### src/rtl/txn_mem.sv
// txn_mem: latency-modelling memory slave with a preloadable read bank and a separate write bank.
// Build option TXN_MEM_RDBACK_EN: reads that decode inside the write bank return its contents.
module txn_mem #(
  parameter int                DATA_W    = 32,
  parameter int                ADDR_W    = 32,
  parameter int                DEPTH     = 128,
  parameter int                LATENCY   = 4,
  parameter logic [ADDR_W-1:0] RD_BASE   = 32'h4000_0000,
  parameter logic [ADDR_W-1:0] WR_BASE   = 32'h4000_2000,
  parameter string             INIT_FILE = ""
) (
  input  logic              clk,
  input  logic              arst_n,
  input  logic              txn_req,
  input  logic              txn_wr,
  input  logic [ADDR_W-1:0] txn_addr,
  input  logic [DATA_W-1:0] txn_wdata,
  output logic [DATA_W-1:0] txn_rdata,
  output logic              txn_rdy,
  output logic              txn_err,
  output logic [1:0]        dbg_state
);

  // Handshake: a request is accepted on a rising edge where txn_req=1 and txn_rdy=1;
  // txn_rdy stays low until the completion edge, and txn_req is ignored while busy.

  localparam int BYTE_W = DATA_W / 8;
  localparam int OFF_SH = $clog2(BYTE_W);
  localparam int IDX_W  = (DEPTH > 1) ? $clog2(DEPTH) : 1;
  localparam int CNT_W  = (LATENCY > 0) ? $clog2(LATENCY + 1) : 1;

  localparam logic [ADDR_W-1:0] OFF_MASK = ADDR_W'(BYTE_W - 1);
  localparam logic [ADDR_W-1:0] DEPTH_A  = ADDR_W'(DEPTH);
  localparam logic [CNT_W-1:0]  CNT_LOAD = CNT_W'(LATENCY);

  typedef enum logic [1:0] {
    IDLE    = 2'd0,
    RD_WAIT = 2'd1,
    WR_WAIT = 2'd2
  } state_t;

  state_t            state_q, state_n;
  logic [CNT_W-1:0]  cnt_q, cnt_n;
  logic              accept, done;

  logic [ADDR_W-1:0] addr_q;
  logic [DATA_W-1:0] wdata_q;

  logic [DATA_W-1:0] rd_mem [DEPTH];
  logic [DATA_W-1:0] wr_mem [DEPTH];

  // Address decode against each bank, evaluated on the latched address.
  logic [ADDR_W-1:0] rd_word, wr_word;
  logic [IDX_W-1:0]  rd_idx, wr_idx;
  logic              misalign, rd_bank_flt, wr_flt;

  assign misalign    = (addr_q & OFF_MASK) != '0;
  assign rd_word     = (addr_q - RD_BASE) >> OFF_SH;
  assign wr_word     = (addr_q - WR_BASE) >> OFF_SH;
  assign rd_idx      = rd_word[IDX_W-1:0];
  assign wr_idx      = wr_word[IDX_W-1:0];
  assign rd_bank_flt = (addr_q < RD_BASE) || (rd_word >= DEPTH_A) || misalign;
  assign wr_flt      = (addr_q < WR_BASE) || (wr_word >= DEPTH_A) || misalign;

  logic              rd_flt;
  logic [DATA_W-1:0] rd_val;

  always_comb begin
    rd_flt = rd_bank_flt;
    rd_val = rd_mem[rd_idx];
`ifdef TXN_MEM_RDBACK_EN
    // Write-bank hit wins over the read bank.
    if (!wr_flt) begin
      rd_flt = 1'b0;
      rd_val = wr_mem[wr_idx];
    end
`endif
  end

  // FSM state register and latency counter.
  always_ff @(posedge clk or negedge arst_n) begin
    if (!arst_n) begin
      state_q <= IDLE;
      cnt_q   <= '0;
    end else begin
      state_q <= state_n;
      cnt_q   <= cnt_n;
    end
  end

  always_comb begin
    state_n = state_q;
    cnt_n   = cnt_q;
    accept  = 1'b0;
    done    = 1'b0;
    case (state_q)
      IDLE: begin
        if (txn_req) begin
          accept  = 1'b1;
          cnt_n   = CNT_LOAD;
          state_n = txn_wr ? WR_WAIT : RD_WAIT;
        end
      end
      RD_WAIT, WR_WAIT: begin
        if (cnt_q == '0) begin
          done    = 1'b1;
          state_n = IDLE;
        end else begin
          cnt_n = cnt_q - CNT_W'(1);
        end
      end
      default: state_n = IDLE;
    endcase
  end

  always_ff @(posedge clk or negedge arst_n) begin
    if (!arst_n) begin
      addr_q    <= '0;
      wdata_q   <= '0;
      txn_rdata <= '0;
      txn_err   <= 1'b0;
    end else begin
      txn_err <= done && ((state_q == RD_WAIT) ? rd_flt : wr_flt);
      if (accept) begin
        addr_q  <= txn_addr;
        wdata_q <= txn_wdata;
      end
      if (done && state_q == RD_WAIT) begin
        txn_rdata <= rd_flt ? '0 : rd_val;
      end
    end
  end

  // Bank contents are not reset; a reset drops the FSM to IDLE so no commit can follow.
  always_ff @(posedge clk) begin
    if (done && state_q == WR_WAIT && !wr_flt) begin
      wr_mem[wr_idx] <= wdata_q;
    end
  end

  assign txn_rdy   = (state_q == IDLE);
  assign dbg_state = state_q;

endmodule

### config.mk
export PLATFORM = sky130hd
export DESIGN_NAME = txn_mem
export DESIGN_NICKNAME = d
export VERILOG_FILES = /design/src/rtl/txn_mem.sv
export SDC_FILE = /design/constraint.sdc
export NUM_CORES = 1
export LEC_CHECK = 0
export CELL_PAD_IN_SITES_DETAIL_PLACEMENT = 1
export CELL_PAD_IN_SITES_GLOBAL_PLACEMENT = 1
export CORE_UTILIZATION = 30
export CTS_BUF_LIST = sky130_fd_sc_hd__clkbuf_4
export CTS_CLUSTER_SIZE = 30
export DETAILED_ROUTE_END_ITERATION = 8
export PLACE_DENSITY = 0.9
export RECOVER_POWER = 50
export SKIP_LAST_GASP = 1
export SYNTH_ARGS = -nofsm -noshare
export SYNTH_HDL_FRONTEND = slang
export SYNTH_SLANG_ARGS = --single-unit
### constraint.sdc
create_clock -name clk -period 3.6 [get_ports clk]
set_clock_uncertainty 0.15 [all_clocks]
set_input_delay 1.08 -clock clk [delete_from_list [all_inputs] [get_ports clk]]
set_output_delay 1.08 -clock clk [all_outputs]
set_load 0.02 [all_outputs]
==> results of run 1 <==
## cell usage in the layout (no fill, tap or decap), drive strengths merged, types with 3 or more instances in the layout
master         instances
clkbuf                 7
nand3                  4
clkdlybuf4s50         30
o21ai                  8
or4                    3
nor4                   3
ha                     5
dfrtp                 31
nor3                   3
nor2                   3
mux2                  25
nand2                  9
inv                    8
conb                  32
## kinds of logic (layout without fill, tap and decap cells)
kind of cell / Yosys count / after routing / synth area share (%)
buf+inv: 47 / 50 / 16.6
simple gates: 41 / 41 / 13.7
flops: 31 / 31 / 40.0
compound gates: 27 / 27 / 10.3
mux: 27 / 27 / 15.5
fa+ha+maj: 5 / 5 / 3.23
other cells: 1 / 32 / 0.193
xor+xnor: 1 / 1 / 0.452
## registers in the layout, summed over array words and instances (netlist names)
signal     cells
addr_q        25
txn_err        1
cnt_q          3
dbg_state      2
## power by group through the flow
stage,Combinational [W],Sequential [W],Clock (W)
after CTS,0.000733,0.000697,0.000206
after detailed placement,0.000730,0.000702,0
after global placement,0.000689,0.000686,0
after floorplan,0.000614,0.000653,0
final,0.000725,0.000695,0.000196
after global routing,0.000802,0.000722,0.000222
## layout make-up
| cell class | count | area, um2 | area share, % |
|---|---|---|---|
| sequential | 31 | 776 | 34.6 |
| tap | 75 | 93.8 | 4.19 |
| clock inverter | 2 | 7.51 | 0.335 |
| multi-input combinational | 133 | 957 | 42.7 |
| inverter | 8 | 30.0 | 1.34 |
| timing repair buffer | 34 | 332 | 14.8 |
| clock buffer | 6 | 45.0 | 2.01 |
## metrics by stage
| stage | util, % | cell area, um2 |
|---|---|---|
| final | 37.0 | 2240 |
| after global routing | 37.0 | 2240 |
| after CTS | 37.0 | 2240 |
| after detailed placement | 36.2 | 2190 |
| after global placement | 36.2 | 2190 |
| after floorplan | - | 2060 |
## worst paths after layout
path | cells after the start | to | slack (ns) | startpoint
worst max-delay path | 3 | txn_rdy | 0.59 | dbg_state[0]
worst min-delay path | 1 | addr_q[1] | 0.36 | addr_q[1]
worst max register to register | 7 | txn_err | 1.31 | addr_q[13]
worst min register to register | 1 | addr_q[1] | 0.36 | addr_q[1]
max in group asynchronous | 2 | addr_q[28] | 0.78 | arst_n
min in group asynchronous | 2 | addr_q[12] | 1.55 | arst_n
## per-layer routing
metal	part of all wire (%)	global-route usage [%]	wire length [um]
met1	42	14.9	1670
met4	1.9	6.67	76
met5	0	0	0
met2	52	21.9	2040
met3	3.8	3.08	149
==> results summary, run 1 <==
The flow ran to the end, but the final reports show violations. The checks that failed: capacitance limit, slew limit. Timing would allow up to 332 MHz. The top cell family by delay on the critical path is buffers and inverters.

On the critical path, the stage with the largest delay is an instance of sky130_fd_sc_hd__clkdlybuf4s50_1. The width of the chip is 82.4 um. The number of maximum-capacitance violations is 1. The path class of the tightest hold or removal check is flip-flop to flip-flop.

In this design, the stage delay of the slowest critical-path cell is 0.65 ns. The area share of the leading cell type in the synthesized netlist is 40.0%. The number of enable flip-flop cells after synthesis came out at 0.

In this run the power spent charging and discharging nets is 0.000647 W. TritonCTS built the clock tree. The first detailed-routing pass took 4 iterations. The worst hold slack came out at 0.363 ns.

Setup repair after global routing left no endpoint under its margin. The global placer's final weighted congestion is 0.781. The clock network power share is 12.1%.

The total overflow left after global routing is 0. The final worst setup slack is 0.587 ns. The post-layout net count came out at 286. The via count of the first global-routing pass is 1375.

In the synthesized netlist, the number of instances is 180. The maximum buffer depth of the clock tree came out at 2. The number of filler cells placed in the layout came out at 690. The core footprint came out at 6060 um2. The arrival time reported for the critical path endpoint came out at 1.78 ns. STA classifies the critical path startpoint as a flip-flop. The fraction of layout cells with a size suffix above 1 came out at 18.2%. By startpoint and endpoint, the worst setup path is classified as flip-flop to output port.

Data on the critical path is required at its endpoint by 2.37 ns. The routed design has 3930 um of wire. The finished layout holds 289 standard cells, fillers aside. The post-CTS setup buffer count is 0. The cell area power density came out at 721 nW/um2. The post-synthesis async set-or-reset flop share is 100%. CTS placed an instance of sky130_fd_sc_hd__clkbuf_4 at the clock tree root. The most common cell in the synthesized netlist is sky130_fd_sc_hd__buf_4. The half-perimeter wire length of the detailed placement result came out at 3000 um. The critical-path maximum fanout came out at 7.

The starting density of the core is 32.0%. The unique cell type count in the Yosys netlist came out at 46. In this run, CTS created clock tree buffers numbering 5. The total routing usage reported by global routing is 12.9%. The number of antenna violations at the first check in global routing came out at 0. Headroom to the max-slew limit came out at -11.1%. The mapped netlist covers 1940 um2. The hold violation count in the final report is 0. For this run, the leading register cell type out of synthesis is sky130_fd_sc_hd__dfrtp_1. The clock latency of the later-clocked register in the worst-skew pair came out at 0.33 ns. The clock sink count is 31. Summed over all cells, the static leakage comes to 0.949 nW. The clock transition at the register clock pins on the worst setup and hold paths after CTS is 0.09 ns.

The peak supply drop is 0.265 mV. Counting flops and latches in the post-synthesis netlist gives 31. The total number of vias is 1351. The slew at the pin with the worst max-slew slack is 1.67 ns.

The internal portion of the total power is 0.000969 W. The largest total area in the synthesized netlist belongs to sky130_fd_sc_hd__dfrtp_1. The worst path uses 83.7% of the clock period.

The critical path buffer and inverter count came out at 2. The combinational power share is 44.9%. Of the synthesized area, sequential elements account for 40.0%.

The number of antenna cells inserted came out at 0. During synthesis, Yosys emitted a total of 0 warnings. The signal on the critical path passes through inv_1 > ha_1 > clkdlybuf4s50_1.

The floorplan row count came out at 28. The routed via count divided by cell count came out at 4.67. The max-slew violation count came to 32.

The post-route minimum period is 3.01 ns. The H-tree was split into 2 levels. The full die area is 6790 um2. The aggregate negative setup slack came out at 0 ns.

The remaining antenna violation count came out at 0. The first routing iteration left 44 violations. The relative area change from synthesis to final layout is 15.5%.

By area the synthesized netlist is led by sky130_fd_sc_hd__dfrtp_1, sky130_fd_sc_hd__mux2_2, sky130_fd_sc_hd__buf_4. The number of design rule violations left after detail routing is 0. The number of gates given a new drive strength after cts came out at 0. The register share of total power came out at 43.0%.

The post-placement setup slack came out at 0.876 ns. The commonest cells after synthesis are sky130_fd_sc_hd__buf_4, sky130_fd_sc_hd__dfrtp_1, sky130_fd_sc_hd__mux2_2, sky130_fd_sc_hd__nand2_1, sky130_fd_sc_hd__inv_1. The hold buffer count at cts came out at 0.

The die height is 82.4 um. Net switching is 40.0% of the power. Pin placement for this block handled 104 I/O pins.

Entering global routing, the biggest net connects 32 pins. The number of cells in the design after placement is 281. STA classifies the critical path endpoint as an output port. The first-pass GRT wire length came out at 6380 um. Input and output buffers added on the ports amount to 32. Dividing the synthesized area by the synthesized cell count gives 10.8 um2.

The number of setup violations in the final report came out at 0. The total power draw came out at 0.00162 W. The final routed wire length divided by cell count is 13.6 um.
Note: power is estimated with default switching activity, not from simulation.
==> inputs of run 2 (changes only) <==
Settings changed: CORE_UTILIZATION 30 to 27, PLACE_DENSITY 0.9 to 0.85.
Clock period 3.6 ns to 2.6 ns, I/O delays scaled along.
==> results summary, run 2 (synthesized netlist as in run 1, its figures left out) <==
Across the VDD grid, the largest voltage drop is 0.325 mV. The number of buffers inserted during clock tree synthesis is 5. The arrival time reported for the critical path endpoint came out at 1.52 ns. The number of antenna cells inserted came out at 0. The final routed wire length divided by cell count is 12.9 um. The relative max-transition margin is 48.5%. TritonCTS built the clock tree. For this block, the initial DRC count from the detailed router was 66.

The clock sink count came out at 31. Together, buffers and inverters on the worst path number 2. For the pin with the worst max-slew slack, the measured transition is 0.773 ns.

Counting flops per register, the top entry is addr_q. In this run the worst path has a maximum fanout of 7. The number of design rule violations left after detail routing came out at 0. The floorplan row count is 30. The post-route minimum period came out at 2.45 ns. The core region is 6870 um2. The slowest stage of the critical path belongs to the cell sky130_fd_sc_hd__dfrtp_1.

The number of filler cells placed in the layout is 782. Summed over all layers, the global routing overflow is 0. The startpoint identified for the worst hold timing path is addr_q[10].

The cell sitting at the root of the clock tree is a sky130_fd_sc_hd__clkbuf_4. At the end of routability-driven placement, the weighted congestion stood at 0.806. Buffers inserted to repair hold after CTS numbered 0.

The number of maximum-capacitance violations came out at 0. The width of the chip came out at 86.8 um. Adding up every negative setup slack in the final design gives 0 ns. The first global-routing pass estimated 6730 um of wire. The post-CTS setup buffer count came out at 0.

The clock transition at the register clock pins on the worst setup and hold paths after CTS is 0.10 ns. The worst hold path terminates at addr_q[10]. Leaving out filler cells and counting taps, the final layout contains 310. The post-placement setup slack came out at 0.202 ns. The number of cells in the design after placement is 302.

In the finished design, the share of the clock period the worst path needs comes to 94.2%. The number of antenna violations at the first check in global routing came out at 0. Using the TritonRoute via totals, the vias-per-cell ratio works out to 4.41.

The full die area came out at 7530 um2. The depth of the most critical reg-to-reg path came out at 7. Once detail routing completed, the nets flagged for antenna violations numbered 0. Walking the worst path, the cells encountered are inv_1 > ha_1 > dlygate4sd2_1.

For the worst-skew pair, the clock arrives at the later sink with an insertion delay of 0.33 ns. The relative area change from synthesis to final layout came out at 18.8%. The stage delay of the slowest cell on the critical path came out at 0.42 ns. The critical path in this run is classified as flip-flop to output port. The launching point of the worst reg2reg path is addr_q[13]. Setup repair after global routing left no endpoint under its margin.

The total routing usage reported by global routing came out at 11.6%. The commonest non-fill, non-tap cell in the layout is sky130_fd_sc_hd__conb_1. Buffers placed on the I/O ports in this run total 32. The leakage power came out at 0.970 nW.

The flip-flop count of the largest register, all copies and words added is 25. The hold violation count in the final report is 0. The path class of the tightest hold or removal check is flip-flop to flip-flop.

The final worst setup slack came out at 0.151 ns. The worst reg-to-reg setup slack is 0.26 ns. For this design the ratio of total power to cell area is 1020 nW/um2. The achievable clock frequency is 408 MHz. The total wire length after detailed routing came out at 3990 um. The run finished with clean final reports. The required time at the worst-slack endpoint is 1.67 ns. The clock tree synthesis step divided the H-tree into 2 levels.

Setup violations remaining at the end of the flow were counted as 0. Measured along the y axis, the die boundary spans 86.8 um. The number of detailed-route iterations in the first pass came out at 4. The total number of vias is 1367. The top cell types in the final layout, fill and taps aside, are sky130_fd_sc_hd__conb_1, sky130_fd_sc_hd__dfrtp_1, sky130_fd_sc_hd__clkdlybuf4s50_1. The endpoint kind of the worst setup timing path is an output port. Counting instances, the worst hold path has a depth of 1. For this configuration, the core starts out at a cell density of 28.2%. In this design, the largest share of critical-path delay is due to buffers and inverters. The final core utilization is 33.5%. The half-perimeter wire length of the detailed placement result came out at 3100 um. The post-layout net count came out at 286. The clock passes through at most 2 buffers. Entering global routing, the biggest net connects 32 pins. The startpoint kind of the worst setup timing path is a flip-flop. The fraction of layout cells with a size suffix above 1 came out at 19.2%. The via count of the first global-routing pass is 1449. The max-slew violation count came out at 0. In this run the critical register-to-register path is captured at txn_err. The number of top-level pins is 104.
run 2: worst max path at each step:
stage | depth (start not counted) | startpoint | end | slack (ns)
floorplan | 6 | addr_q[16] | txn_err | 0.56
detailed placement | 6 | txn_req | cnt_q[2] | 0.20
CTS | 3 | dbg_state[1] | txn_rdy | 0.12
finish | 3 | dbg_state[0] | txn_rdy | 0.15
global placement | 6 | txn_req | cnt_q[2] | 0.23
global route | 3 | dbg_state[0] | txn_rdy | 0.06
run 2: metal layers:
layer | part of all wire (%) | wire, um | global-route usage (%) | up-vias
li1 | - | - | - | 647
met1 | 39 | 1560 | 13.2 | 668
met2 | 54 | 2150 | 20.9 | 45
met3 | 5.2 | 208 | 2.48 | 7
met4 | 1.9 | 76 | 5.45 | 0
met5 | 0 | 0 | 0 | -
run 2: power breakdown:
part	internal, W	total (W)	switching (W)
registers	0.000713	0.000968	0.000255
clock network	0.000198	0.000373	0.000175
logic	0.000524	0.00101	0.000481
total	0.00143	0.00235	0.000911
run 2: what timing repair did:
action	CTS	global route
hold endpoints to repair	0	0
endpoints found under the setup margin	1	0
resized for setup	1	0
run 2: layout make-up:
class | count | area (um2) | area share (%)
repair buffers | 34 | 344 | 14.9
inverters | 8 | 30.0 | 1.30
clock inverters | 3 | 38.8 | 1.68
well taps | 96 | 120 | 5.21
multi-input cells | 133 | 957 | 41.6
clock buffers | 5 | 37.5 | 1.63
flip-flops and latches | 31 | 776 | 33.7
run 2: through the flow:
step           total power, W  cell area (um2)  hold WS, ns
6_report              0.00235             2300        0.367
5_1_grt               0.00253             2300        0.391
4_1_cts               0.00238             2310        0.373
3_5_place_dp          0.00201             2230        0.348
3_3_place_gp          0.00193             2230        0.332
2_1_floorplan         0.00175             2060        0.320
